[src/rtl/ppg_pkg.sv]
// Shared encodings and default widths for the PPG channel demultiplexer.
// The LED phase code is {led_ir, led_red}.
package ppg_pkg;

    localparam int ADC_W  = 8;
    localparam int DC_W   = 7;
    localparam int GAIN_W = 4;

    localparam logic [1:0] PH_NONE = 2'b00;
    localparam logic [1:0] PH_RED  = 2'b01;
    localparam logic [1:0] PH_IR   = 2'b10;
    localparam logic [1:0] PH_BOTH = 2'b11;

    typedef enum logic [1:0] {
        IDLE  = 2'd0,
        BLANK = 2'd1,
        ACC   = 2'd2
    } state_e;

    function automatic logic phase_is_valid(input logic [1:0] ph);
        logic ok;
        case (ph)
            PH_IR:   ok = 1'b1;
            PH_RED:  ok = 1'b1;
            default: ok = 1'b0;
        endcase
        return ok;
    endfunction

endpackage

[src/rtl/ppg_window_acc.sv]
// Box-car window accumulator shared by both channels. done_o/mean_o/sat_o are
// combinational and describe the window closed by the current sample.
module ppg_window_acc #(
    parameter int ADC_W    = 8,
    parameter int AVG_LOG2 = 3
) (
    input  logic                clk,
    input  logic                rst_n,
    input  logic                clr_i,
    input  logic                en_i,
    input  logic [ADC_W-1:0]    sample_i,
    output logic [AVG_LOG2-1:0] n_o,
    output logic                done_o,
    output logic [ADC_W-1:0]    mean_o,
    output logic                sat_o
);

    localparam int SUM_W = ADC_W + AVG_LOG2;
    localparam logic [AVG_LOG2-1:0] N_LAST = {AVG_LOG2{1'b1}};
    localparam logic [AVG_LOG2-1:0] N_ONE  = AVG_LOG2'(1);

    logic [SUM_W-1:0]    sum_q;
    logic [AVG_LOG2-1:0] n_q;
    logic                flag_q;
    logic [SUM_W-1:0]    sum_ext_s;
    logic                rail_s;
    logic                last_s;

    // A sample sitting on either ADC rail means the window may be clipped.
    function automatic logic is_rail(input logic [ADC_W-1:0] v);
        return (v == {ADC_W{1'b0}}) || (v == {ADC_W{1'b1}});
    endfunction

    // Window arithmetic including the sample presented this cycle.
    always_comb begin
        sum_ext_s = sum_q + {{AVG_LOG2{1'b0}}, sample_i};
        rail_s    = is_rail(sample_i);
        last_s    = en_i && (n_q == N_LAST);
    end

    assign n_o    = n_q;
    assign done_o = last_s;
    assign mean_o = sum_ext_s[SUM_W-1:AVG_LOG2];
    assign sat_o  = flag_q | rail_s;

    // Sum, sample count and saturation flag; a finished window clears itself.
    always_ff @(posedge clk or negedge rst_n) begin
        if (!rst_n) begin
            sum_q  <= {SUM_W{1'b0}};
            n_q    <= {AVG_LOG2{1'b0}};
            flag_q <= 1'b0;
        end else if (clr_i || last_s) begin
            sum_q  <= {SUM_W{1'b0}};
            n_q    <= {AVG_LOG2{1'b0}};
            flag_q <= 1'b0;
        end else if (en_i) begin
            sum_q  <= sum_ext_s;
            n_q    <= n_q + N_ONE;
            flag_q <= flag_q | rail_s;
        end else begin
            sum_q  <= sum_q;
            n_q    <= n_q;
            flag_q <= flag_q;
        end
    end

endmodule

[src/rtl/ppg_channel_demux.sv]
// Splits the interleaved IR/RED ADC stream, blanks analog settling after any
// LED or setting change, and emits tagged box-car averages per channel.
module ppg_channel_demux #(
    parameter int ADC_W        = ppg_pkg::ADC_W,
    parameter int DC_W         = ppg_pkg::DC_W,
    parameter int GAIN_W       = ppg_pkg::GAIN_W,
    parameter int BLANK_CYCLES = 4,
    parameter int AVG_LOG2     = 3
) (
    input  logic              clk,
    input  logic              rst_n,
    input  logic [ADC_W-1:0]  adc_i,
    input  logic              led_ir_i,
    input  logic              led_red_i,
    input  logic [DC_W-1:0]   dc_comp_i,
    input  logic [GAIN_W-1:0] pga_gain_i,
    input  logic              calib_busy_i,
    output logic [ADC_W-1:0]  ir_data_o,
    output logic              ir_valid_o,
    output logic [DC_W-1:0]   ir_dc_tag_o,
    output logic [GAIN_W-1:0] ir_gain_tag_o,
    output logic              ir_sat_o,
    output logic [ADC_W-1:0]  red_data_o,
    output logic              red_valid_o,
    output logic [DC_W-1:0]   red_dc_tag_o,
    output logic [GAIN_W-1:0] red_gain_tag_o,
    output logic              red_sat_o,
    output logic              phase_err_o,
    output logic [7:0]        abort_cnt_o
);

    import ppg_pkg::*;

    localparam int BW = (BLANK_CYCLES > 1) ? $clog2(BLANK_CYCLES) : 1;
    localparam logic [BW-1:0] BLANK_LAST = BW'(BLANK_CYCLES - 1);
    localparam logic [BW-1:0] BLANK_ONE  = BW'(1);

    state_e            state_q, state_d;
    logic [1:0]        phase_q, phase_d;
    logic [DC_W-1:0]   dc_q, dc_d;
    logic [GAIN_W-1:0] gain_q, gain_d;
    logic [BW-1:0]     blank_q, blank_d;
    logic [7:0]        abort_q, abort_d;
    logic              both_prev_q;

    logic [ADC_W-1:0]  ir_data_q, red_data_q;
    logic              ir_valid_q, red_valid_q;
    logic [DC_W-1:0]   ir_dc_q, red_dc_q;
    logic [GAIN_W-1:0] ir_gain_q, red_gain_q;
    logic              ir_sat_q, red_sat_q;
    logic              phase_err_q;

    logic [1:0]          phase_s;
    logic                stop_s;
    logic                change_s;
    logic                both_s;
    logic                acc_clr_s;
    logic                acc_en_s;
    logic                abort_s;
    logic [AVG_LOG2-1:0] acc_n_s;
    logic                acc_done_s;
    logic [ADC_W-1:0]    acc_mean_s;
    logic                acc_sat_s;

    // Input classification; stop outranks a setting change.
    always_comb begin
        phase_s  = {led_ir_i, led_red_i};
        both_s   = (phase_s == PH_BOTH);
        stop_s   = calib_busy_i || !phase_is_valid(phase_s);
        change_s = (phase_s != phase_q) || (dc_comp_i != dc_q) || (pga_gain_i != gain_q);
    end

    // Next-state logic; the accumulator is held clear unless a sample is taken.
    always_comb begin
        state_d   = state_q;
        phase_d   = phase_q;
        dc_d      = dc_q;
        gain_d    = gain_q;
        blank_d   = blank_q;
        acc_clr_s = 1'b1;
        acc_en_s  = 1'b0;
        abort_s   = 1'b0;
        case (state_q)
            IDLE: begin
                if (!stop_s) begin
                    phase_d = phase_s;
                    dc_d    = dc_comp_i;
                    gain_d  = pga_gain_i;
                    blank_d = {BW{1'b0}};
                    state_d = BLANK;
                end else begin
                    state_d = IDLE;
                end
            end
            BLANK: begin
                if (stop_s) begin
                    state_d = IDLE;
                end else if (change_s) begin
                    phase_d = phase_s;
                    dc_d    = dc_comp_i;
                    gain_d  = pga_gain_i;
                    blank_d = {BW{1'b0}};
                end else if (blank_q == BLANK_LAST) begin
                    blank_d = {BW{1'b0}};
                    state_d = ACC;
                end else begin
                    blank_d = blank_q + BLANK_ONE;
                end
            end
            ACC: begin
                if (stop_s) begin
                    state_d = IDLE;
                    abort_s = (acc_n_s != {AVG_LOG2{1'b0}});
                end else if (change_s) begin
                    phase_d = phase_s;
                    dc_d    = dc_comp_i;
                    gain_d  = pga_gain_i;
                    blank_d = {BW{1'b0}};
                    state_d = BLANK;
                    abort_s = (acc_n_s != {AVG_LOG2{1'b0}});
                end else begin
                    acc_clr_s = 1'b0;
                    acc_en_s  = 1'b1;
                end
            end
            default: begin
                state_d = IDLE;
            end
        endcase
    end

    // Saturating count of windows thrown away part-way through.
    always_comb begin
        if (abort_s && (abort_q != 8'hFF)) begin
            abort_d = abort_q + 8'd1;
        end else begin
            abort_d = abort_q;
        end
    end

    ppg_window_acc #(
        .ADC_W    (ADC_W),
        .AVG_LOG2 (AVG_LOG2)
    ) u_acc (
        .clk      (clk),
        .rst_n    (rst_n),
        .clr_i    (acc_clr_s),
        .en_i     (acc_en_s),
        .sample_i (adc_i),
        .n_o      (acc_n_s),
        .done_o   (acc_done_s),
        .mean_o   (acc_mean_s),
        .sat_o    (acc_sat_s)
    );

    // Control state, latched settings and abort counter.
    always_ff @(posedge clk or negedge rst_n) begin
        if (!rst_n) begin
            state_q     <= IDLE;
            phase_q     <= PH_NONE;
            dc_q        <= {DC_W{1'b0}};
            gain_q      <= {GAIN_W{1'b0}};
            blank_q     <= {BW{1'b0}};
            abort_q     <= 8'd0;
            both_prev_q <= 1'b0;
            phase_err_q <= 1'b0;
        end else begin
            state_q     <= state_d;
            phase_q     <= phase_d;
            dc_q        <= dc_d;
            gain_q      <= gain_d;
            blank_q     <= blank_d;
            abort_q     <= abort_d;
            both_prev_q <= both_s;
            phase_err_q <= both_s && !both_prev_q;
        end
    end

    // Steer a completed window to the latched channel; data and tags hold between strobes.
    always_ff @(posedge clk or negedge rst_n) begin
        if (!rst_n) begin
            ir_valid_q  <= 1'b0;
            ir_data_q   <= {ADC_W{1'b0}};
            ir_dc_q     <= {DC_W{1'b0}};
            ir_gain_q   <= {GAIN_W{1'b0}};
            ir_sat_q    <= 1'b0;
            red_valid_q <= 1'b0;
            red_data_q  <= {ADC_W{1'b0}};
            red_dc_q    <= {DC_W{1'b0}};
            red_gain_q  <= {GAIN_W{1'b0}};
            red_sat_q   <= 1'b0;
        end else begin
            ir_valid_q  <= acc_done_s && (phase_q == PH_IR);
            red_valid_q <= acc_done_s && (phase_q == PH_RED);
            if (acc_done_s && (phase_q == PH_IR)) begin
                ir_data_q <= acc_mean_s;
                ir_dc_q   <= dc_q;
                ir_gain_q <= gain_q;
                ir_sat_q  <= acc_sat_s;
            end else begin
                ir_data_q <= ir_data_q;
                ir_dc_q   <= ir_dc_q;
                ir_gain_q <= ir_gain_q;
                ir_sat_q  <= ir_sat_q;
            end
            if (acc_done_s && (phase_q == PH_RED)) begin
                red_data_q <= acc_mean_s;
                red_dc_q   <= dc_q;
                red_gain_q <= gain_q;
                red_sat_q  <= acc_sat_s;
            end else begin
                red_data_q <= red_data_q;
                red_dc_q   <= red_dc_q;
                red_gain_q <= red_gain_q;
                red_sat_q  <= red_sat_q;
            end
        end
    end

    assign ir_data_o      = ir_data_q;
    assign ir_valid_o     = ir_valid_q;
    assign ir_dc_tag_o    = ir_dc_q;
    assign ir_gain_tag_o  = ir_gain_q;
    assign ir_sat_o       = ir_sat_q;
    assign red_data_o     = red_data_q;
    assign red_valid_o    = red_valid_q;
    assign red_dc_tag_o   = red_dc_q;
    assign red_gain_tag_o = red_gain_q;
    assign red_sat_o      = red_sat_q;
    assign phase_err_o    = phase_err_q;
    assign abort_cnt_o    = abort_q;

endmodule

[config.mk]
export PLATFORM = sky130hd
export DESIGN_NAME = ppg_channel_demux
export DESIGN_NICKNAME = d
export VERILOG_FILES = /design/src/rtl/ppg_pkg.sv /design/src/rtl/ppg_window_acc.sv /design/src/rtl/ppg_channel_demux.sv
export SDC_FILE = /design/constraint.sdc
export NUM_CORES = 1
export LEC_CHECK = 0
export ABC_AREA = 1
export ABC_CLOCK_PERIOD_IN_PS = 5350
export CAP_MARGIN = 20
export CORE_MARGIN = 10
export CORE_UTILIZATION = 57
export CTS_CLUSTER_SIZE = 14
export DETAILED_ROUTE_END_ITERATION = 16
export MAX_ROUTING_LAYER = met4
export PLACE_DENSITY = 0.85
export REMOVE_ABC_BUFFERS = 1
export SYNTH_ARGS = -nofsm -noshare
export SYNTH_HDL_FRONTEND = slang
export SYNTH_SLANG_ARGS = --single-unit
[constraint.sdc]
create_clock -name clk -period 5.35 [get_ports clk]
set_input_delay 0.8025 -clock clk [delete_from_list [all_inputs] [get_ports clk]]
set_output_delay 0.8025 -clock clk [all_outputs]
set_load 0.03 [all_outputs]
### After elaboration in Yosys (flattened, before gate mapping)

Cells that the tools add are included.

* register bits after elaboration: 84
* bits of input ports: 24

* equal/unequal tests: 23
* multiplexer cells: 42
* reductions and logical operators: 23
* add/subtract/negate cells: 4
* bitwise operators: 1

Operator list (number)
* $mux 2: 14
* $mux 11: 2
* $mux 7: 3
* $pmux 7 s2: 1
* $mux 1: 13
* $mux 4: 3
* $pmux 2 s3: 2
* $add 11x8->11: 1
* $eq 2x2->1 const B: 5
* $ne 2x2->1 const B: 5
* $ne 3x3->1 const B: 3
* $add 8x1->8 const B: 1
* $eq 8x8->1 const B: 1
* $logic_not 8->1: 1
* $ne 8x8->1 const B: 1
* $pmux 4 s2: 1
* $ne 7x7->1: 1
* $eq 2x1->1 const B: 3
* $mux 3: 2
* $reduce_bool 3->1: 2
* $logic_and 1x1->1: 5
* $logic_or 1x1->1: 5
* $reduce_and 5->1: 1
* $ne 4x4->1: 1
* other kinds (13): 16

### Longest topological paths before layout

Gate-level depths: netlist (run 1).

* word-level depth: 10
* depth in mapped cells: 13

### Cells and area by module

From an unflattened synthesis (run 1), not the netlist that was laid out.

* cells, all modules: 524
* area, all modules: 4379.2 µm²

By module, submodules not included
* ppg_channel_demux: cells an instance 362, seq. area each 1726.7 µm², times used 1, area an instance 3155.5 µm²
* ppg_window_acc: cells an instance 162, seq. area each 375.4 µm², times used 1, area an instance 1223.7 µm²

### Worst setup path after synthesis (run 1)

No wires, ideal clock.

* kind: input to register
* start: in adc_i[0]
* end: reg ir_data_q[5], in the netlist ir_data_o[5]
* arrival: 2.095 ns
* cell stages on the path: 9
* slack: 3.190 ns
* cells stage by stage: ha_1 fa_1 nand2_1 nand3_1 nand3_1 nand3_1 xor2_1 nand3_1 nand2_1

* longest elaborated chain between the ends: 1

Ends and longest elaborated chain
* start: declaration: RTL line ppg_channel_demux.sv:12 `input logic [ADC_W-1:0] adc_i,`
* $add 11x8->11: RTL line ppg_window_acc.sv:36 `sum_ext_s = sum_q + {{AVG_LOG2{1'b0}}, sample_i};`
* end signal: assignment: RTL line ppg_channel_demux.sv:183 `ir_data_q <= {ADC_W{1'b0}};`
* end signal: assignment: RTL line ppg_channel_demux.sv:196 `ir_data_q <= acc_mean_s;`
* end signal: assignment: RTL line ppg_channel_demux.sv:201 `ir_data_q <= ir_data_q;`
* end: declaration: RTL line ppg_channel_demux.sv:46 `logic [ADC_W-1:0] ir_data_q, red_data_q;`

No other way between the ends.
A chain may end at the register's enable or synchronous reset.

### Final worst setup path (run 1)

* start: in dc_comp_i[6]
* end: reg ir_data_q[3], in the netlist ir_data_o[3]

* longest elaborated chain between the ends: 8

Ends and longest elaborated chain
* start: declaration: RTL line ppg_channel_demux.sv:15 `input logic [DC_W-1:0] dc_comp_i,`
* $ne 7x7->1: RTL line ppg_channel_demux.sv:70 `change_s = (phase_s != phase_q) || (dc_comp_i != dc_q) || (pga_gain_i != gain_q);`
* $logic_or 1x1->1 (2 in series): RTL line ppg_channel_demux.sv:70
* $mux 1: RTL line ppg_channel_demux.sv:114 `end else if (change_s) begin`
* $mux 1: RTL line ppg_channel_demux.sv:111 `if (stop_s) begin`
* $mux 1: RTL line ppg_channel_demux.sv:83 `case (state_q)`
* $logic_and 1x1->1: RTL line ppg_window_acc.sv:38 `last_s = en_i && (n_q == N_LAST);`
* $logic_and 1x1->1: RTL line ppg_channel_demux.sv:195 `if (acc_done_s && (phase_q == PH_IR)) begin`

No other way between the ends.

==> flow_summary.json, run 1 <==
{
  "drc": 0,
  "ff_latch_area_um2": 2100,
  "dp_hpwl_um": 7140,
  "ys_types": 34,
  "p_int_w": 0.000953,
  "worst_slack_ns": 2.68,
  "p_sw_frac": 0.298,
  "required_ns": 5.65,
  "numCtsBuffers": 9,
  "hold_viol_final": 0,
  "end_kind": "flop",
  "maxCapViolCount": 0,
  "clkSlewWorstSetupHoldPaths_ns": 0.10,
  "ctsHoldBuffers": 0,
  "yosysWarnings": 0,
  "placed_area_um2": 5130,
  "drtPass1Iterations": 5,
  "ant_nets": 0,
  "port_buffers": 74,
  "worst-path-buf-inv": 2,
  "syn_area_um2": 4410,
  "setup-violations-final": 0,
  "ioPinCount": 75,
  "post-route-util": 0.705,
  "period_minus_slack_ns": 2.67,
  "p_seq_frac": 0.512,
  "power_frac_clock": 0.348,
  "comb_power_share": 0.139,
  "drt_iter0_markers": 151,
  "synth-seq-cells": 84,
  "first_global_vias": 3559,
  "ir_drop_mv": 0.164,
  "cts_sinks": 84,
  "root_buffer": "clkbuf_8",
  "start_util": 0.579,
  "placementRows": 32,
  "dieArea_um2": 11700,
  "syn_avg_cell_area_um2": 8.48,
  "wl_per_cell_um": 14.2,
  "skew_ns": 0.0111,
  "clockBufferDepth": 2,
  "p_switching_w": 0.000405,
  "arrival_ns": 2.97,
  "num-fill-cells": 603,
  "leakage_nw": 2.87,
  "h-tree-depth": 3,
  "dieHeight_um": 108,
  "path_delay_family": "simple AND/OR/NAND/NOR gates",
  "gp_congestion": 0.828,
  "multiInputGateArea_um2": 1910,
  "cts_tree": "done",
  "slowest_stage": "nor2_4",
  "ys_seq_area_frac": 0.477,
  "grt_use_total": 0.181,
  "period_share": 0.499,
  "crit_type": "in2reg",
  "grt_overflow_total": 0,
  "rsz0062_at_grt": "false",
  "r2r_setup_slack_ns": 3.19,
  "max-slew-margin-rel": 0.448,
  "design.core.area_um2": 7610,
  "critical_path.most_common_cell": "nand2_1",
  "final_area_um2": 5360,
  "syn_inst": 520,
  "die_w_um": 108,
  "antenna_found_initial": 0,
  "cts_resized": 0,
  "max_stage_delay_ns": 0.66,
  "tightest_slew_ns": 0.825,
  "vias_per_cell": 5.16,
  "grt_pass1_wl_um": 16600,
  "antennaDiodeCount": 0,
  "setup_tns_ns": 0,
  "layout-drive-gt1-share": 0.0787,
  "layout.nets": 636,
  "areaGrowthSynthToFinish_pct": 21.6,
  "grt_max_degree": 85,
  "min_path_type": "in2async",
  "dp_slack_ns": 2.32,
  "startpoint_type": "input port",
  "worstPathMaxFanout": 40,
  "status": "completed",
  "dr_total_vias": 3610,
  "slew_violations": 0,
  "postCtsSetupBuffers": 0,
  "cp_cell_sequence": "clkdlybuf4s50_1, inv_1, nand2_1, nand2_1, nor2_1, nand2_1, nor2_4, nand4_4, nor2_4, nand3_1, nand2_1",
  "drt_wl_total_um": 9920,
  "maxClockFrequency_mhz": 375,
  "insertion_delay_ns": 0.37,
  "p_per_area_nw_per_um2": 253
}
registers in the layout, indices dropped and copies added, names as in the netlist, 3 cells and up:
name            flops
gain_q              4
red_dc_tag_o        7
red_gain_tag_o      4
red_data_o          8
abort_cnt_o         8
u_acc.n_o           3
ir_data_o           8
ir_dc_tag_o         7
dc_q                7
u_acc.sum_q        11
ir_gain_tag_o       4
cells in the final DEF (no fill, tap or decap), types with 2 or more instances in the layout:
cell | netlist | routed
clkdlybuf4s50_1 | 0 | 73
nand4_1 | 3 | 3
o21ai_2 | 7 | 7
buf_4 | 1 | 3
clkbuf_8 | 0 | 9
nor3_1 | 2 | 2
nand2_1 | 174 | 174
inv_6 | 0 | 3
xor2_1 | 8 | 8
inv_1 | 60 | 60
inv_2 | 3 | 3
a21oi_1 | 8 | 8
nand2_4 | 3 | 3
nor2_2 | 3 | 3
nor4_1 | 2 | 2
o21ai_0 | 14 | 14
nand3_4 | 3 | 3
dfrtp_1 | 84 | 84
nand3_1 | 62 | 62
ha_1 | 19 | 19
or2_2 | 2 | 2
nor2_1 | 27 | 27
xnor2_1 | 7 | 7
nor2_4 | 3 | 3
power groups by stage:
stage | combinational [W] | sequential [W] | clock, W
after floorplan | 0.000116 | 0.000700 | 0
after global placement | 0.000179 | 0.000704 | 0
after detailed placement | 0.000186 | 0.000707 | 0
after CTS | 0.000188 | 0.000695 | 0.000482
after global routing | 0.000212 | 0.000701 | 0.000507
final | 0.000189 | 0.000696 | 0.000473
final timing paths:
path / from / cells past startpoint / end
worst max-delay path: dc_comp_i[6] / 11 / ir_data_o[3]$_DFFE_PN0P_
min in group clk: both_prev_q$_DFF_PN0_ / 1 / phase_err_o$_DFF_PN0_
worst min-delay path: rst_n / 1 / red_gain_tag_o[2]$_DFFE_PN0P_
max in group asynchronous: rst_n / 2 / u_acc.n_o[0]$_DFFE_PN0P_
worst min register to register: both_prev_q$_DFF_PN0_ / 1 / phase_err_o$_DFF_PN0_
worst max register to register: dc_q[0]$_DFFE_PN0P_ / 7 / ir_data_o[3]$_DFFE_PN0P_
Yosys cell counts, drive strengths merged:
cell type	instances	share of area
buf	16	0.036
nor4	2	0.0028
dfrtp	84	0.48
nand2	178	0.16
inv	63	0.054
fa	1	0.0045
nor3	2	0.0023
a21o	1	0.0017
xnor2	7	0.014
a21boi	1	0.0017
a31oi	1	0.0014
nand3	65	0.082
nor2	34	0.039
nand4	4	0.0091
a21oi	8	0.0091
xor2	8	0.016
or2	2	0.0028
ha	19	0.054
nand3b	1	0.0017
o21bai	1	0.0017
o21ai	21	0.030
nor3b	1	0.0017
cells by family (layout without fill, tap and decap cells):
kind of cell             after synthesis  after routing  share of synthesized area
adder cells (fa/ha/maj)               20             20                     0.0585
buffers and inverters                 79            156                     0.0900
XOR/XNOR                              15             15                     0.0298
AND/OR/NAND/NOR                      289            289                      0.299
flip-flops                            84             84                      0.477
AO/OA/AOI/OAI                         33             33                     0.0454
per-stage QoR:
step | cells | hold slack (ns) | total power (W)
2_1_floorplan | 504 | 0.376 | 0.000815
3_3_place_gp | 682 | 0.386 | 0.000883
3_5_place_dp | 682 | 0.414 | 0.000893
4_1_cts | 698 | 0.431 | 0.00136
5_1_grt | 699 | 0.296 | 0.00142
6_report | 699 | 0.295 | 0.00136
cell type report:
type / count / area share
timing repair buffer: 77 / 0.146
clock inverter: 7 / 0.0152
clock buffer: 9 / 0.0231
sequential: 84 / 0.392
multi-input combinational: 357 / 0.356
inverter: 63 / 0.0441
tap: 102 / 0.0238
per-layer routing:
layer  up-vias  routed length, um  global-route usage
met5         -                  0                   -
met4         0                182              0.0668
met3        19                580              0.0410
met2        89               5150               0.309
met1      1730               4010               0.204
li1       1772                  -                   -
Note: power is estimated with default switching activity, not from simulation.
==> run 2, diff against run 1 <==
--- a/config.mk
+++ b/config.mk
@@ -6,14 +6,14 @@
 export NUM_CORES = 1
 export LEC_CHECK = 0
 export ABC_AREA = 1
-export ABC_CLOCK_PERIOD_IN_PS = 5350
+export ABC_CLOCK_PERIOD_IN_PS = 2300
 export CAP_MARGIN = 20
 export CORE_MARGIN = 10
-export CORE_UTILIZATION = 57
+export CORE_UTILIZATION = 48
 export CTS_CLUSTER_SIZE = 14
 export DETAILED_ROUTE_END_ITERATION = 16
 export MAX_ROUTING_LAYER = met4
-export PLACE_DENSITY = 0.85
+export PLACE_DENSITY = 0.76
 export REMOVE_ABC_BUFFERS = 1
 export SYNTH_ARGS = -nofsm -noshare
 export SYNTH_HDL_FRONTEND = slang
==> constraint.sdc (replaced) <==
create_clock -name clk -period 2.3 [get_ports clk]
set_input_delay 0.345 -clock clk [delete_from_list [all_inputs] [get_ports clk]]
set_output_delay 0.345 -clock clk [all_outputs]
set_load 0.03 [all_outputs]
==> flow_summary.json, run 2 (synthesis gave the netlist of run 1 again) <==
{
  "status": "completed",
  "hold_slack_ns": 0.410,
  "ir_drop_mv": 0.427,
  "maxCapViolCount": 0,
  "worst-path-buf-inv": 2,
  "dr_total_vias": 3572,
  "grt_use_total": 0.165,
  "finalNonFillerCells": 715,
  "power.total_w": 0.00313,
  "rsz0062_at_grt": "false",
  "layout.nets": 647,
  "clockBufferDepth": 2,
  "max-slew-margin-rel": 0.724,
  "hold_viol_final": 0,
  "regMostFlops": "u_acc.sum_q",
  "end_kind": "flop",
  "die_w_um": 116,
  "final_common_cell": "nand2_1",
  "cts_resized": 0,
  "largest_register_ff_count": 11,
  "grt_overflow_total": 0,
  "drt_wl_total_um": 10400,
  "period_minus_slack_ns": 2.04,
  "first_global_vias": 3834,
  "layout-drive-gt1-share": 0.0923,
  "crit_type": "in2reg",
  "period_share": 0.888,
  "ioPinCount": 75,
  "slew_violations": 0,
  "clkSlewWorstSetupHoldPaths_ns": 0.09,
  "dieArea_um2": 13400,
  "antennaDiodeCount": 0,
  "cts_sinks": 84,
  "setup-violations-final": 0,
  "final_cell_mix": "nand2_1 (174), dfrtp_1 (84), clkdlybuf4s50_1 (73), nand3_1 (62), inv_1 (60)",
  "maxClockFrequency_mhz": 490,
  "numCtsBuffers": 9,
  "antenna_found_initial": 0,
  "skew_ns": 0.00988,
  "dieHeight_um": 116,
  "dp_cells": 699,
  "drc": 0,
  "drt_iter0_markers": 180,
  "start_util": 0.498,
  "wl_per_cell_um": 14.5,
  "gp_congestion": 0.905,
  "grt_pass1_wl_um": 17500,
  "vias_per_cell": 5.00,
  "design.core.area_um2": 8850,
  "path_delay_family": "adder cells",
  "insertion_delay_ns": 0.34,
  "cp_cell_sequence": "clkdlybuf4s50_1, ha_1, fa_1, nand2_1, nand3_1, nand2_1, o21bai_1, xor2_1, inv_1, nor2_1",
  "num-fill-cells": 784,
  "port_buffers": 74,
  "placementRows": 34,
  "tightest_slew_ns": 0.410,
  "startpoint_type": "input port",
  "areaGrowthSynthToFinish_pct": 24.0,
  "h-tree-depth": 3,
  "root_buffer": "clkbuf_8",
  "max_stage_delay_ns": 0.44,
  "leakage_nw": 2.91,
  "slowest_stage": "clkdlybuf4s50_1",
  "required_ns": 2.57,
  "drtPass1Iterations": 4,
  "arrival_ns": 2.31,
  "critical_path.most_common_cell": "nand2_1",
  "grt_max_degree": 38,
  "worstPathMaxFanout": 3,
  "p_per_area_nw_per_um2": 572,
  "cts_tree": "done",
  "ant_nets": 0,
  "dp_hpwl_um": 7760,
  "min_path_type": "reg2reg"
}
## run 2: cell count changes in the layout (fill, tap and decap cells not counted), sizes merged
cell,delta
dlygate4sd3,+1
clkinvlp,+3
clkinv,-2
buf,+10
inv,-3
clkbuf,+1
## run 2: power by group
group	total, W	leakage, nW	internal (W)	switching [W]
registers	0.00162	1.15	0.00154	0.0000798
clock network	0.00106	0.0910	0.000529	0.000534
logic	0.000445	1.67	0.000164	0.000281
total	0.00313	2.91	0.00223	0.000896
## run 2: path summary, 6_finish.rpt
kind	end	cells after the start	start	slack, ns
worst max-delay path	u_acc.sum_q[6]$_DFFE_PN0P_	10	adc_i[0]	0.26
worst min-delay path	phase_err_o$_DFF_PN0_	1	both_prev_q$_DFF_PN0_	0.41
worst max register to register	u_acc.sum_q[6]$_DFFE_PN0P_	9	u_acc.sum_q[0]$_DFFE_PN0P_	0.36
worst min register to register	phase_err_o$_DFF_PN0_	1	both_prev_q$_DFF_PN0_	0.41
max in group asynchronous	ir_data_o[1]$_DFFE_PN0P_	3	rst_n	1.22
min in group asynchronous	dc_q[2]$_DFFE_PN0P_	2	rst_n	0.46
## run 2: worst register-to-register path: stages (launching register included)
cell and delay (ns):
dfrtp_1 0.37, ha_1 0.21, fa_1 0.40, nand2_1 0.10
nand3_1 0.10, nand2_1 0.13, o21bai_1 0.09, xor2_1 0.26
inv_1 0.09, nor2_1 0.12
## run 2: metal layers
layer  global-route usage  share of wire  up-vias
met5                    -              0        -
met4               0.0484          0.013        0
met3               0.0336          0.053       13
met2                0.292           0.52       81
met1                0.185           0.41     1687
li1                     -              -     1791
## run 2: through the flow
stage                     instance area, um^2  setup TNS [ns]   util  setup WS [ns]
after floorplan                          4250               0      -          0.536
after global routing                     5470               0  0.618          0.138
final                                    5470               0  0.618          0.258
after CTS                                5470               0  0.618          0.293
after global placement                   5260          -0.108  0.594        -0.0521
after detailed placement                 5260          -0.227  0.594        -0.0489
## run 2: area by class of cell
cell class,instances,area [um^2],area share
clock buffer,10,138,0.0252
timing repair buffer,88,883,0.162
clock inverter,5,61.3,0.0112
tap,108,135,0.0247
inverter,63,236,0.0433
sequential,84,2100,0.385
multi-input combinational,357,1910,0.349
## run 2: timing repair
item | in CTS | in global routing
endpoints found under the hold margin | 27 | 0
hold buffers | 1 | 0
buffers inserted | 0 | 0
setup endpoints to repair | 0 | 0
